<file path="src/rtl/program_loader.sv">
// program_loader: boot-time UART image loader for the stack processor.
// Receives an 8N1 byte stream and parses frames of the form
// A5, LEN_HI, LEN_LO, LEN big-endian words, CHK. Each word is written into
// the instruction ROM. The core is held in reset until an image with a
// matching checksum has been accepted. Any later A5 header re-arms the loader.
module program_loader #(
  parameter int CLKS_PER_BIT = 434,
  parameter int DEPTH        = 4096,
  parameter int TIMEOUT_CLKS = 5_000_000
) (
  input  logic        clock,
  input  logic        reset,
  input  logic        rx,
  output logic [15:0] rom_addr,
  output logic [15:0] rom_data,
  output logic        rom_wren,
  output logic        cpu_reset,
  output logic        load_done,
  output logic        load_error,
  output logic [15:0] word_count
);

  localparam int CPB_W = $clog2(CLKS_PER_BIT);
  localparam int TO_W  = $clog2(TIMEOUT_CLKS + 1);

  localparam logic [CPB_W-1:0] BIT_LAST  = CPB_W'(CLKS_PER_BIT - 1);
  localparam logic [CPB_W-1:0] HALF_LAST = CPB_W'(CLKS_PER_BIT / 2 - 1);
  localparam logic [TO_W-1:0]  TO_LAST   = TO_W'(TIMEOUT_CLKS - 1);
  localparam logic [16:0]      DEPTH_L   = 17'(DEPTH);
  localparam logic [7:0]       HDR_BYTE  = 8'hA5;

  typedef enum logic [1:0] {
    RX_IDLE,
    RX_START,
    RX_DATA,
    RX_STOP
  } rx_state_t;

  typedef enum logic [2:0] {
    WAIT_HDR,
    LEN_HI,
    LEN_LO,
    DATA_HI,
    DATA_LO,
    CHECK,
    DONE,
    FAIL
  } frame_state_t;

  // Running 8-bit checksum; wraps modulo 256.
  function automatic logic [7:0] chk_add(input logic [7:0] acc, input logic [7:0] b);
    return acc + b;
  endfunction

  // rx synchronizer and edge history
  logic rx_meta_q;
  logic rx_sync_q;
  logic rx_prev_q;

  // UART receiver
  rx_state_t        rx_state_q;
  logic [CPB_W-1:0] clk_cnt_q;
  logic [2:0]       bit_idx_q;
  logic [7:0]       shift_q;
  logic [7:0]       byte_q;
  logic             byte_valid_q;
  logic             frame_err_q;

  // frame parser
  frame_state_t     fr_state_q;
  logic [15:0]      len_q;
  logic [15:0]      index_q;
  logic [7:0]       hi_q;
  logic [7:0]       chk_q;
  logic [TO_W-1:0]  idle_cnt_q;
  logic [15:0]      rom_addr_q;
  logic [15:0]      rom_data_q;
  logic             rom_wren_q;
  logic             cpu_reset_q;
  logic             load_done_q;
  logic             load_error_q;
  logic [15:0]      word_count_q;

  logic [15:0]      len_next_s;
  logic             len_too_big_s;
  logic             in_active_s;

  assign rom_addr   = rom_addr_q;
  assign rom_data   = rom_data_q;
  assign rom_wren   = rom_wren_q;
  assign cpu_reset  = cpu_reset_q;
  assign load_done  = load_done_q;
  assign load_error = load_error_q;
  assign word_count = word_count_q;

  assign len_next_s = {len_q[15:8], byte_q};

  // Length check against ROM capacity, evaluated on the LEN_LO byte.
  always_comb begin
    len_too_big_s = 1'b0;
    if ({1'b0, len_next_s} > DEPTH_L) begin
      len_too_big_s = 1'b1;
    end else begin
      len_too_big_s = 1'b0;
    end
  end

  // States in which a frame is in flight and the inter-byte timeout runs.
  always_comb begin
    in_active_s = 1'b0;
    case (fr_state_q)
      LEN_HI, LEN_LO, DATA_HI, DATA_LO, CHECK: in_active_s = 1'b1;
      default:                                 in_active_s = 1'b0;
    endcase
  end

  // Two-flop synchronizer for rx plus one history flop for edge detection.
  always_ff @(posedge clock) begin
    if (reset) begin
      rx_meta_q <= 1'b1;
      rx_sync_q <= 1'b1;
      rx_prev_q <= 1'b1;
    end else begin
      rx_meta_q <= rx;
      rx_sync_q <= rx_meta_q;
      rx_prev_q <= rx_sync_q;
    end
  end

  // 8N1 receiver: mid-bit sampling, glitch rejection on the start bit.
  always_ff @(posedge clock) begin
    if (reset) begin
      rx_state_q   <= RX_IDLE;
      clk_cnt_q    <= '0;
      bit_idx_q    <= 3'd0;
      shift_q      <= 8'h00;
      byte_q       <= 8'h00;
      byte_valid_q <= 1'b0;
      frame_err_q  <= 1'b0;
    end else begin
      byte_valid_q <= 1'b0;
      frame_err_q  <= 1'b0;
      case (rx_state_q)
        RX_IDLE: begin
          clk_cnt_q <= '0;
          bit_idx_q <= 3'd0;
          if (rx_prev_q && !rx_sync_q) begin
            rx_state_q <= RX_START;
          end
        end
        RX_START: begin
          if (clk_cnt_q == HALF_LAST) begin
            clk_cnt_q <= '0;
            // A line already back high at mid start bit was only a glitch.
            rx_state_q <= rx_sync_q ? RX_IDLE : RX_DATA;
          end else begin
            clk_cnt_q <= clk_cnt_q + CPB_W'(1);
          end
        end
        RX_DATA: begin
          if (clk_cnt_q == BIT_LAST) begin
            clk_cnt_q <= '0;
            shift_q   <= {rx_sync_q, shift_q[7:1]};
            bit_idx_q <= bit_idx_q + 3'd1;
            if (bit_idx_q == 3'd7) begin
              rx_state_q <= RX_STOP;
            end
          end else begin
            clk_cnt_q <= clk_cnt_q + CPB_W'(1);
          end
        end
        RX_STOP: begin
          if (clk_cnt_q == BIT_LAST) begin
            clk_cnt_q  <= '0;
            rx_state_q <= RX_IDLE;
            if (rx_sync_q) begin
              byte_valid_q <= 1'b1;
              byte_q       <= shift_q;
            end else begin
              frame_err_q <= 1'b1;
            end
          end else begin
            clk_cnt_q <= clk_cnt_q + CPB_W'(1);
          end
        end
        default: rx_state_q <= RX_IDLE;
      endcase
    end
  end

  // Frame parser: header, length, words, checksum; drives ROM port and core reset.
  always_ff @(posedge clock) begin
    if (reset) begin
      fr_state_q   <= WAIT_HDR;
      len_q        <= 16'h0000;
      index_q      <= 16'h0000;
      hi_q         <= 8'h00;
      chk_q        <= 8'h00;
      idle_cnt_q   <= '0;
      rom_addr_q   <= 16'h0000;
      rom_data_q   <= 16'h0000;
      rom_wren_q   <= 1'b0;
      cpu_reset_q  <= 1'b1;
      load_done_q  <= 1'b0;
      load_error_q <= 1'b0;
      word_count_q <= 16'h0000;
    end else begin
      rom_wren_q <= 1'b0;
      if (byte_valid_q) begin
        // idle_cnt_q counts cycles elapsed since the last received byte.
        idle_cnt_q <= TO_W'(1);
        case (fr_state_q)
          WAIT_HDR, DONE, FAIL: begin
            if (byte_q == HDR_BYTE) begin
              fr_state_q   <= LEN_HI;
              cpu_reset_q  <= 1'b1;
              load_done_q  <= 1'b0;
              load_error_q <= 1'b0;
              chk_q        <= 8'h00;
              index_q      <= 16'h0000;
            end
          end
          LEN_HI: begin
            len_q      <= {byte_q, 8'h00};
            chk_q      <= chk_add(chk_q, byte_q);
            fr_state_q <= LEN_LO;
          end
          LEN_LO: begin
            len_q <= len_next_s;
            chk_q <= chk_add(chk_q, byte_q);
            if (len_too_big_s) begin
              fr_state_q   <= FAIL;
              load_error_q <= 1'b1;
              cpu_reset_q  <= 1'b1;
              load_done_q  <= 1'b0;
            end else if (len_next_s == 16'h0000) begin
              fr_state_q <= CHECK;
            end else begin
              fr_state_q <= DATA_HI;
            end
          end
          DATA_HI: begin
            hi_q       <= byte_q;
            chk_q      <= chk_add(chk_q, byte_q);
            fr_state_q <= DATA_LO;
          end
          DATA_LO: begin
            rom_wren_q <= 1'b1;
            rom_addr_q <= index_q;
            rom_data_q <= {hi_q, byte_q};
            index_q    <= index_q + 16'd1;
            chk_q      <= chk_add(chk_q, byte_q);
            fr_state_q <= ((index_q + 16'd1) == len_q) ? CHECK : DATA_HI;
          end
          CHECK: begin
            if (byte_q == chk_q) begin
              fr_state_q   <= DONE;
              word_count_q <= len_q;
              cpu_reset_q  <= 1'b0;
              load_done_q  <= 1'b1;
            end else begin
              fr_state_q   <= FAIL;
              load_error_q <= 1'b1;
              cpu_reset_q  <= 1'b1;
              load_done_q  <= 1'b0;
            end
          end
          default: fr_state_q <= WAIT_HDR;
        endcase
      end else if (frame_err_q && in_active_s) begin
        fr_state_q   <= FAIL;
        load_error_q <= 1'b1;
        cpu_reset_q  <= 1'b1;
        load_done_q  <= 1'b0;
        idle_cnt_q   <= '0;
      end else if (in_active_s) begin
        if (idle_cnt_q == TO_LAST) begin
          fr_state_q   <= FAIL;
          load_error_q <= 1'b1;
          cpu_reset_q  <= 1'b1;
          load_done_q  <= 1'b0;
          idle_cnt_q   <= '0;
        end else begin
          idle_cnt_q <= idle_cnt_q + TO_W'(1);
        end
      end else begin
        idle_cnt_q <= '0;
      end
    end
  end

endmodule

</file>
<file path="config.mk">
export PLATFORM = sky130hd
export DESIGN_NAME = program_loader
export DESIGN_NICKNAME = d
export VERILOG_FILES = /design/src/rtl/program_loader.sv
export SDC_FILE = /design/constraint.sdc
export NUM_CORES = 1
export LEC_CHECK = 0
export CAP_MARGIN = 20
export CORE_MARGIN = 1
export CORE_UTILIZATION = 60
export CTS_CLUSTER_DIAMETER = 80
export CTS_CLUSTER_SIZE = 12
export DETAILED_ROUTE_END_ITERATION = 10
export HOLD_SLACK_MARGIN = 0.06
export PLACE_DENSITY = 0.77
export SYNTH_ARGS = -nofsm -noshare
export SYNTH_HDL_FRONTEND = slang
export SYNTH_SLANG_ARGS = --single-unit
</file>
<file path="constraint.sdc">
create_clock -name clock -period 4.3 [get_ports clock]
set_clock_uncertainty 0.15 [all_clocks]
set_input_delay 0.43 -clock clock [delete_from_list [all_inputs] [get_ports clock]]
set_output_delay 0.43 -clock clock [all_outputs]
set_load 0.02 [all_outputs]
</file>
; Word level (Yosys, flattened, before mapping)
; Cells that the tools add are included.
[totals]
register_bits = 161
inputBits = 3
out_inout_bits = 52
[op_classes]
addsub = 5
n_lt_le_gt_ge = 1
n_eq_ne = 27
muxes = 55
n_bitwise = 5
n_reduce_logical = 33
[ops]
columns = op, n
row1 = 16-bit case mux with 2 select lines, 2
row2 = 3-bit 2-to-1 mux, 9
row3 = 9-bit case mux with 3 select lines, 1
row4 = 1-bit 2-to-1 mux, 26
row5 = 23-bit by 1-bit adder with 23-bit output (second input constant), 1
row6 = 23-bit equality test (second input constant), 1
row7 = 9-bit 2-to-1 mux, 2
row8 = 3-bit case mux with 6 select lines, 1
row9 = 3-bit AND reduction, 6
row10 = 16-bit by 1-bit adder with 16-bit output (second input constant), 1
row11 = 16-bit equality test, 1
row12 = 16-bit by 13-bit > comparator with 1-bit output (second input constant), 1
row13 = 16-bit zero test, 1
row14 = 16-bit 2-to-1 mux, 1
row15 = 8-bit case mux with 2 select lines, 1
row16 = 3-bit equality test (second input constant), 5
row17 = 2-bit 2-to-1 mux, 6
row18 = 2-bit inequality test (second input constant), 6
row19 = 2-bit AND reduction, 5
row20 = 5-bit AND reduction, 2
row21 = 5-bit OR reduction, 2
row22 = 9-bit by 1-bit adder with 9-bit output (second input constant), 1
row23 = 9-bit by 8-bit equality test with 1-bit output (second input constant), 1
row24 = 9-bit equality test (second input constant), 1
row25 = 25 further kinds, 42

; Longest topological paths before layout
; Gate-level depths: netlist of run 1.
[depth]
depth_word = 6
ltp_mapped = 9
depth_no_buf = 9

; Worst setup path after synthesis of run 1
; Ideal clock, no wire load.
[synth_path]
path_kind = reg2reg
from = reg byte_q[2]
to = reg load_error_q (netlist: load_error)
arrival_ps = 2094
path_slack_ps = 1925
path_stages_with_launch = 8
path_buffers = 1
period_less_slack_ps = 2375
path_cell_list = dfxtp_1 > ha_1 > or4_1 > nor4_2 > nand2_1 > buf_4 > a41oi_1 > nor3_1
[synth_via]
elab_chain_len = 4
elab_cells_between_ends = 8
[synth_lines]
columns = item, line
row1 = from (decl), 65  ; logic [7:0] byte_q;
row2 = from (signal assigned), 178  ; byte_q <= shift_q;
row3 = 16-bit by 13-bit > comparator with 1-bit output, 101  ; if ({1'b0, len_next_s} > DEPTH_L) begin
row4 = 1-bit 2-to-1 mux, 101
row5 = 3-bit inequality test (no source line), --
row6 = 6-bit AND reduction (no source line) (*), --
row7 = to (signal assigned), 205  ; load_error_q <= 1'b0;
row8 = to (signal assigned), 218  ; load_error_q <= 1'b0;
row9 = to (signal assigned), 233  ; load_error_q <= 1'b1;
row10 = to (decl), 81  ; logic load_error_q;
; Every way passes the cells marked *; elsewhere a longest branch is shown, timed or not.
; A chain may end at the register's enable or synchronous reset.

; Worst setup path after layout of run 1
[layout_path]
from = reg byte_q[2]
to = reg word_count_q[0] (netlist: word_count[0])
[layout_via]
elab_chain_len = 2
[layout_lines]
columns = item, line
row1 = 8-bit equality test, 256  ; if (byte_q == chk_q) begin
row2 = 3-bit AND reduction (no source line), --
row3 = to (signal assigned), 258  ; word_count_q <= len_q;
row4 = to (decl), 82  ; logic [15:0] word_count_q;
; Every way passes these cells.

==> impl_results.md, run 1 <==
- Status: finished, final reports clean
- PostCTS Resize Cnt: 0
- Post-Syn Area per Cell: 8.41 µm²
- Data required time of the worst path: 4.44 ns
- Via count: 6202
- Wirelength per Cell: 15.9 µm
- # fillers: 929
- Final Setup Violations: 0
- CP Data Arrival Time: 3.26 ns
- Clock Tree Root: clkbuf_16
- Drt first pass iters: 5
- Register area share after synthesis: 0.439
- Synth Register Bits: 161
- Setup_tns: 0 ns
- Nets@finish: 915
- Vias in the first global route: 5765
- Crit path max-delay family: simple AND/OR/NAND/NOR gates
- Grt total ovfl: 0
- Fin area: 8440 µm²
- CTS buffer count: 17
- Global-route usage over all layers: 0.274
- Synth unique cells: 66
- Worst Setup Start Kind: flop
- Die extent in y: 113 µm
- Initial Utilization: 0.614
- Row cnt: 40
- Placed inst area: 7800 µm²
- Slew Limit Fails: 0
- Period minus WS final: 3.12 ns
- GP Congestion: 0.915
- DP HPWL: 11.3 mm
- Max-cap violation count: 0
- Crit-path cells: ha_1 > or4_1 > nor4_2 > nand2_1 > buf_4 > mux2i_1 > nor2_1
- Layout cells sized above 1: 0.0628
- Slowest Stage Delay on Critical Path: 0.57 ns
- TritonCTS clock tree: done
- Syn Nets: 891
- Main synth FF type: dfxtp_1
- Worst-path clk slew: 0.06 ns
- Pwr Density: 375 nW/µm²
- Via-to-Cell Ratio: 5.88
- Clock latency on the worst-skew pair: 0.43 ns
- Ys Warns: 0
- Leakage Power: 3.02 nW
- Number of synthesized flops with an enable pin: 0
- Buf/Inv on CP: 1
- Mapped cell area: 7340 µm²
- Final hold vios: 0
- Most frequent cells in the layout: dfxtp_1 (161), nand2_1 (134), nor2_1 (125)
- Detailed Route Iter0 Violations: 469
- Number of I/O pins: 55
- CP Capture Type: flop
- IO buf count: 54
- Postcts setup bufs: 0
- Deepest level of the CTS H-tree: 4
- Deepest clock path buffer count: 2
- First-pass GRT wire length: 27.7 mm
- Hold WS: 0.259 ns
- Core ar.: 12000 µm²
- Layout area overhead: 15.0%
- Initial antenna violation count: 0
- Die footprint: 12700 µm²
- Asr flop ratio synth: 0
- Slowest cell on the critical path: or4_1
- Cells after synthesis: 873
- CP max FO: 12
- Critical path type: flop to flop
- Clk sink count: 161
- ANT nets after route: 0
- Slew headroom: 0.288
- Worst-margin pin slew: 1.06 ns
- Most common cell after layout, fill and taps aside: dfxtp_1
- Largest net degree at the start of global routing: 68
- DIE WIDTH: 113 µm
- Residual DRC count: 0
- Antenna Cells: 0
- Max IR drop VDD: 348 µV
- Final worst path period share: 0.725
- CTS Hold Buffers Added: 0
- FMAX: 321 MHz
- Unrepaired setup endpoints after global routing: no
- DRT Wirelength: 16.7 mm
- Hold Path Class: flop to flop
==> through the flow <==
step / std cells / utilization / setup WS, ns / power [mW]
2_1_floorplan: 873 / - / 1.92 / 1.55
3_3_place_gp: 1025 / 0.652 / 1.36 / 1.56
3_5_place_dp: 1025 / 0.652 / 1.19 / 1.56
4_1_cts: 1055 / 0.706 / 1.21 / 3.19
5_1_grt: 1055 / 0.706 / 1.06 / 3.25
6_report: 1055 / 0.706 / 1.18 / 3.17
==> registers in the layout, summed over array words and instances (netlist names), 9 cells and up, named ones only <==
signal,flops
idle_cnt_q,23
rom_addr,16
index_q,16
clk_cnt_q,9
word_count,16
rom_data,16
len_q,16
==> Yosys cell counts, types with 9 or more instances <==
library cell,count,area share
o21ai_0,19,0.013
inv_1,16,0.0082
clkbuf_1,34,0.017
nand2_1,134,0.069
dfxtp_1,161,0.44
xnor2_1,30,0.036
a21oi_1,86,0.059
nand3_1,30,0.020
and3_1,15,0.013
nor3_1,12,0.0082
mux2i_1,33,0.045
nor2_1,125,0.064
ha_1,14,0.024
nand4_1,11,0.0094
xor2_1,22,0.026
nor4_1,9,0.0077
==> cell families (layout without fill, tap and decap cells) <==
logic type,after synthesis,after routing,share of synthesized area
xor+xnor,53,53,0.0642
flops,161,161,0.439
buf+inv,69,104,0.0484
fa+ha+maj,15,15,0.0266
mux,34,34,0.0465
compound gates,145,145,0.115
simple gates,396,396,0.260
==> report_power, final <==
part / internal (mW) / total (mW) / leakage, nW / switching, mW
registers: 1.49 / 1.50 / 1.30 / 0.00178
clock network: 1.06 / 1.65 / 0.313 / 0.589
logic: 0.00558 / 0.0287 / 1.41 / 0.0231
total: 2.56 / 3.17 / 3.02 / 0.614
==> layout make-up <==
cell class                      count  area (µm²)  area share
Tap cell                          147         184      0.0218
Timing Repair Buffer               58         568      0.0673
Clock buffer                       21         460      0.0546
Inverter                           16        60.1     0.00712
Clock inverter                      9         181      0.0215
Sequential cell                   161        3220       0.382
Multi-Input combinational cell    643        3760       0.446
==> routing by layer <==
metal / up-vias / GRT usage / wire length (µm)
li1: 3043 / - / -
met1: 2907 / 0.365 / 7490
met2: 224 / 0.436 / 7800
met3: 28 / 0.0605 / 1190
met4: 0 / 0.101 / 265
met5: - / 0 / 0
==> final timing paths <==
path | cells after the start | slack (ns) | from | to
worst max-delay path | 7 | 1.18 | byte_q[2] | word_count[0]
worst min-delay path | 1 | 0.26 | rx_meta_q | rx_sync_q
worst min register to register | 1 | 0.26 | rx_meta_q | rx_sync_q
worst max register to register | 7 | 1.18 | byte_q[2] | word_count[0]
Power figures use the tool's default switching activity.
==> run 2, diff against run 1 <==
--- a/config.mk
+++ b/config.mk
@@ -7,12 +7,12 @@
 export LEC_CHECK = 0
 export CAP_MARGIN = 20
 export CORE_MARGIN = 1
-export CORE_UTILIZATION = 60
+export CORE_UTILIZATION = 58
 export CTS_CLUSTER_DIAMETER = 80
 export CTS_CLUSTER_SIZE = 12
 export DETAILED_ROUTE_END_ITERATION = 10
 export HOLD_SLACK_MARGIN = 0.06
-export PLACE_DENSITY = 0.77
+export PLACE_DENSITY = 0.75
 export SYNTH_ARGS = -nofsm -noshare
 export SYNTH_HDL_FRONTEND = slang
 export SYNTH_SLANG_ARGS = --single-unit
==> constraint.sdc (replaced) <==
create_clock -name clock -period 2.9 [get_ports clock]
set_clock_uncertainty 0.15 [all_clocks]
set_input_delay 0.29 -clock clock [delete_from_list [all_inputs] [get_ports clock]]
set_output_delay 0.29 -clock clock [all_outputs]
set_load 0.02 [all_outputs]
==> impl_results.md, run 2 (same netlist as run 1, synthesis figures left out) <==
- ANT nets after route: 0 (unchanged)
- Unrepaired setup endpoints after global routing: no (unchanged)
- DRT Wirelength: 17.0 mm (was 16.7 mm)
- Slowest cell on the critical path: or4_1 (unchanged)
- Internal power: 3.52 mW (was 2.56 mW)
- Clock Tree Root: clkbuf_16 (unchanged)
- Vias in the first global route: 5816 (was 5765)
- Global-route usage over all layers: 0.275 (was 0.274)
- Worst Setup Start Kind: flop (unchanged)
- Number of I/O pins: 55 (unchanged)
- Die extent in y: 115 µm (was 113 µm)
- Layout area overhead: 16.1% (was 15.0%)
- Initial antenna violation count: 0 (unchanged)
- Crit path max-delay family: simple AND/OR/NAND/NOR gates (unchanged)
- Hold depth: 2 (was 1)
- CP max FO: 9 (was 12)
- NetSw: 0.980 mW (was 0.614 mW)
- Status: finished, final reports clean (unchanged)
- FF-to-FF path depth: 7 (unchanged)
- CTS Hold Buffers Added: 0 (unchanged)
- Antenna Cells: 0 (unchanged)
- Clock latency on the worst-skew pair: 0.43 ns (about the same)
- Detailed Route Iter0 Violations: 515 (was 469)
- Crit-path cells: ha_1 > or4_1 > nor4_2 > nand2_1 > buf_4 > mux2i_1 > nor2_1 (unchanged)
- Largest Register: idle_cnt_q (unchanged)
- PostCTS Resize Cnt: 0 (unchanged)
- Hold Path Class: input pin to flop (was flop to flop)
- Final hold vios: 0 (unchanged)
- DP HPWL: 11.5 mm (was 11.3 mm)
- Largest register FFs: 23 (unchanged)
- Buf/Inv on CP: 1 (unchanged)
- CP Data Arrival Time: 2.73 ns (was 3.26 ns)
- Deepest level of the CTS H-tree: 4 (unchanged)
- Max IR drop VDD: 393 µV (was 348 µV)
- Wirelength per Cell: 15.6 µm (was 15.9 µm)
- Row cnt: 40 (unchanged)
- Slowest Stage Delay on Critical Path: 0.52 ns (was 0.57 ns)
- IO buf count: 54 (unchanged)
- FMAX: 387 MHz (was 321 MHz)
- Logic gate share of total power: 0.010 (was 0.009)
- Most frequent cells in the layout: dfxtp_1 (161), nand2_1 (134), nor2_1 (125) (unchanged)
- Deepest clock path buffer count: 2 (unchanged)
- Critical path type: flop to flop (unchanged)
- Clock share of power: 0.498 (was 0.519)
- Sw frac: 0.218 (was 0.194)
- Leakage Power: 3.07 nW (was 3.02 nW)
- Power share of the sequential group: 0.492 (was 0.472)
- Worst-margin pin slew: 0.722 ns (was 1.06 ns)
- Most common cell after layout, fill and taps aside: dfxtp_1 (unchanged)
- Data required time of the worst path: 3.05 ns (was 4.44 ns)
- Largest net degree at the start of global routing: 69 (was 68)
- Layout cells sized above 1: 0.0812 (was 0.0628)
- Slew headroom: 0.515 (was 0.288)
- CP Capture Type: flop (unchanged)
- DIE WIDTH: 115 µm (was 113 µm)
- Initial Utilization: 0.604 (was 0.614)
- Residual DRC count: 0 (unchanged)
- Pwr Density: 528 nW/µm² (was 375 nW/µm²)
- Clk sink count: 161 (unchanged)
- Postcts setup bufs: 0 (unchanged)
- TritonCTS clock tree: done (unchanged)
- Final Setup Violations: 0 (unchanged)
- Max-cap violation count: 0 (unchanged)
- Grt total ovfl: 0 (unchanged)
- Die footprint: 13100 µm² (was 12700 µm²)
- First-pass GRT wire length: 28.3 mm (was 27.7 mm)
- Drt first pass iters: 5 (unchanged)
- Via count: 6295 (was 6202)
- Slew Limit Fails: 0 (unchanged)
- Core ar.: 12200 µm² (was 12000 µm²)
- Period minus WS final: 2.59 ns (was 3.12 ns)
- GP Congestion: 0.913 (was 0.915)
- CTS buffer count: 17 (unchanged)
- Setup_tns: 0 ns (unchanged)
- Worst-path clk slew: 0.06 ns (about the same)
- Final worst path period share: 0.892 (was 0.725)
- Via-to-Cell Ratio: 5.76 (was 5.88)
- Core Util, Final: 0.701 (was 0.706)
- Nets@finish: 929 (was 915)
- CP Depth: 7 (unchanged)
run 2: cell types whose count changed in the layout (fill, tap and decap cells not counted), moves of 2 or more:
cell / previous run / this run
bufinv_16: 5 / 2
buf_4: 5 / 19
inv_6: 0 / 5
clkbuf_1: 2 / 0
clkinv_2: 1 / 3
run 2: metrics by stage:
stage | setup WS, ns | instance area [µm²] | power (mW) | hold slack (ns) | std cells
6_report | 0.314 | 8520 | 4.50 | 0.211 | 1092
5_1_grt | 0.154 | 8520 | 4.64 | 0.248 | 1092
4_1_cts | 0.330 | 8510 | 4.53 | 0.231 | 1091
3_5_place_dp | 0.360 | 7920 | 2.31 | 0.246 | 1059
3_3_place_gp | 0.452 | 7920 | 2.31 | 0.246 | 1059
2_1_floorplan | 0.525 | 7340 | 2.30 | 0.239 | 873
run 2: layout make-up:
type,count,area (µm²)
inverters,16,60.1
flip-flops and latches,161,3220
clock buffers,18,439
well taps,168,210
clock inverters,14,153
fillers,975,3640
multi-input cells,643,3760
repair buffers,72,673
run 2: routing by layer:
layer  global-route usage  vias up  wire [µm]
li1                     -     3076          -
met1                0.364     2992       7790
met2                0.444      202       7960
met3               0.0619       25       1020
met4               0.0909        0        271
met5                    0        -          0
run 2: path summary, 6_finish.rpt:
check / from / endpoint / slack (ns)
max: byte_q[4] / word_count[5] / 0.31
max reg2reg: byte_q[4] / word_count[5] / 0.31
min: reset / idle_cnt_q[0] / 0.21
min reg2reg: rx_meta_q / rx_sync_q / 0.26
run 2: power by group through the flow:
stage | Clock, mW | Combinational (mW) | Sequential, mW
floorplan | 0 | 0.0343 | 2.27
global placement | 0 | 0.0417 | 2.27
detailed placement | 0 | 0.0430 | 2.27
CTS | 2.27 | 0.0431 | 2.22
global route | 2.37 | 0.0477 | 2.22
finish | 2.24 | 0.0429 | 2.22
==> run 3, diff against run 2 <==
--- a/config.mk
+++ b/config.mk
@@ -11,6 +11,7 @@
 export CTS_CLUSTER_DIAMETER = 80
 export CTS_CLUSTER_SIZE = 12
 export DETAILED_ROUTE_END_ITERATION = 10
+export GPL_ROUTABILITY_DRIVEN = 0
 export HOLD_SLACK_MARGIN = 0.06
 export PLACE_DENSITY = 0.75
 export SYNTH_ARGS = -nofsm -noshare
==> results of run 3 <==
Same layout as run 2: the final DEF is identical, and so are final timing and power.
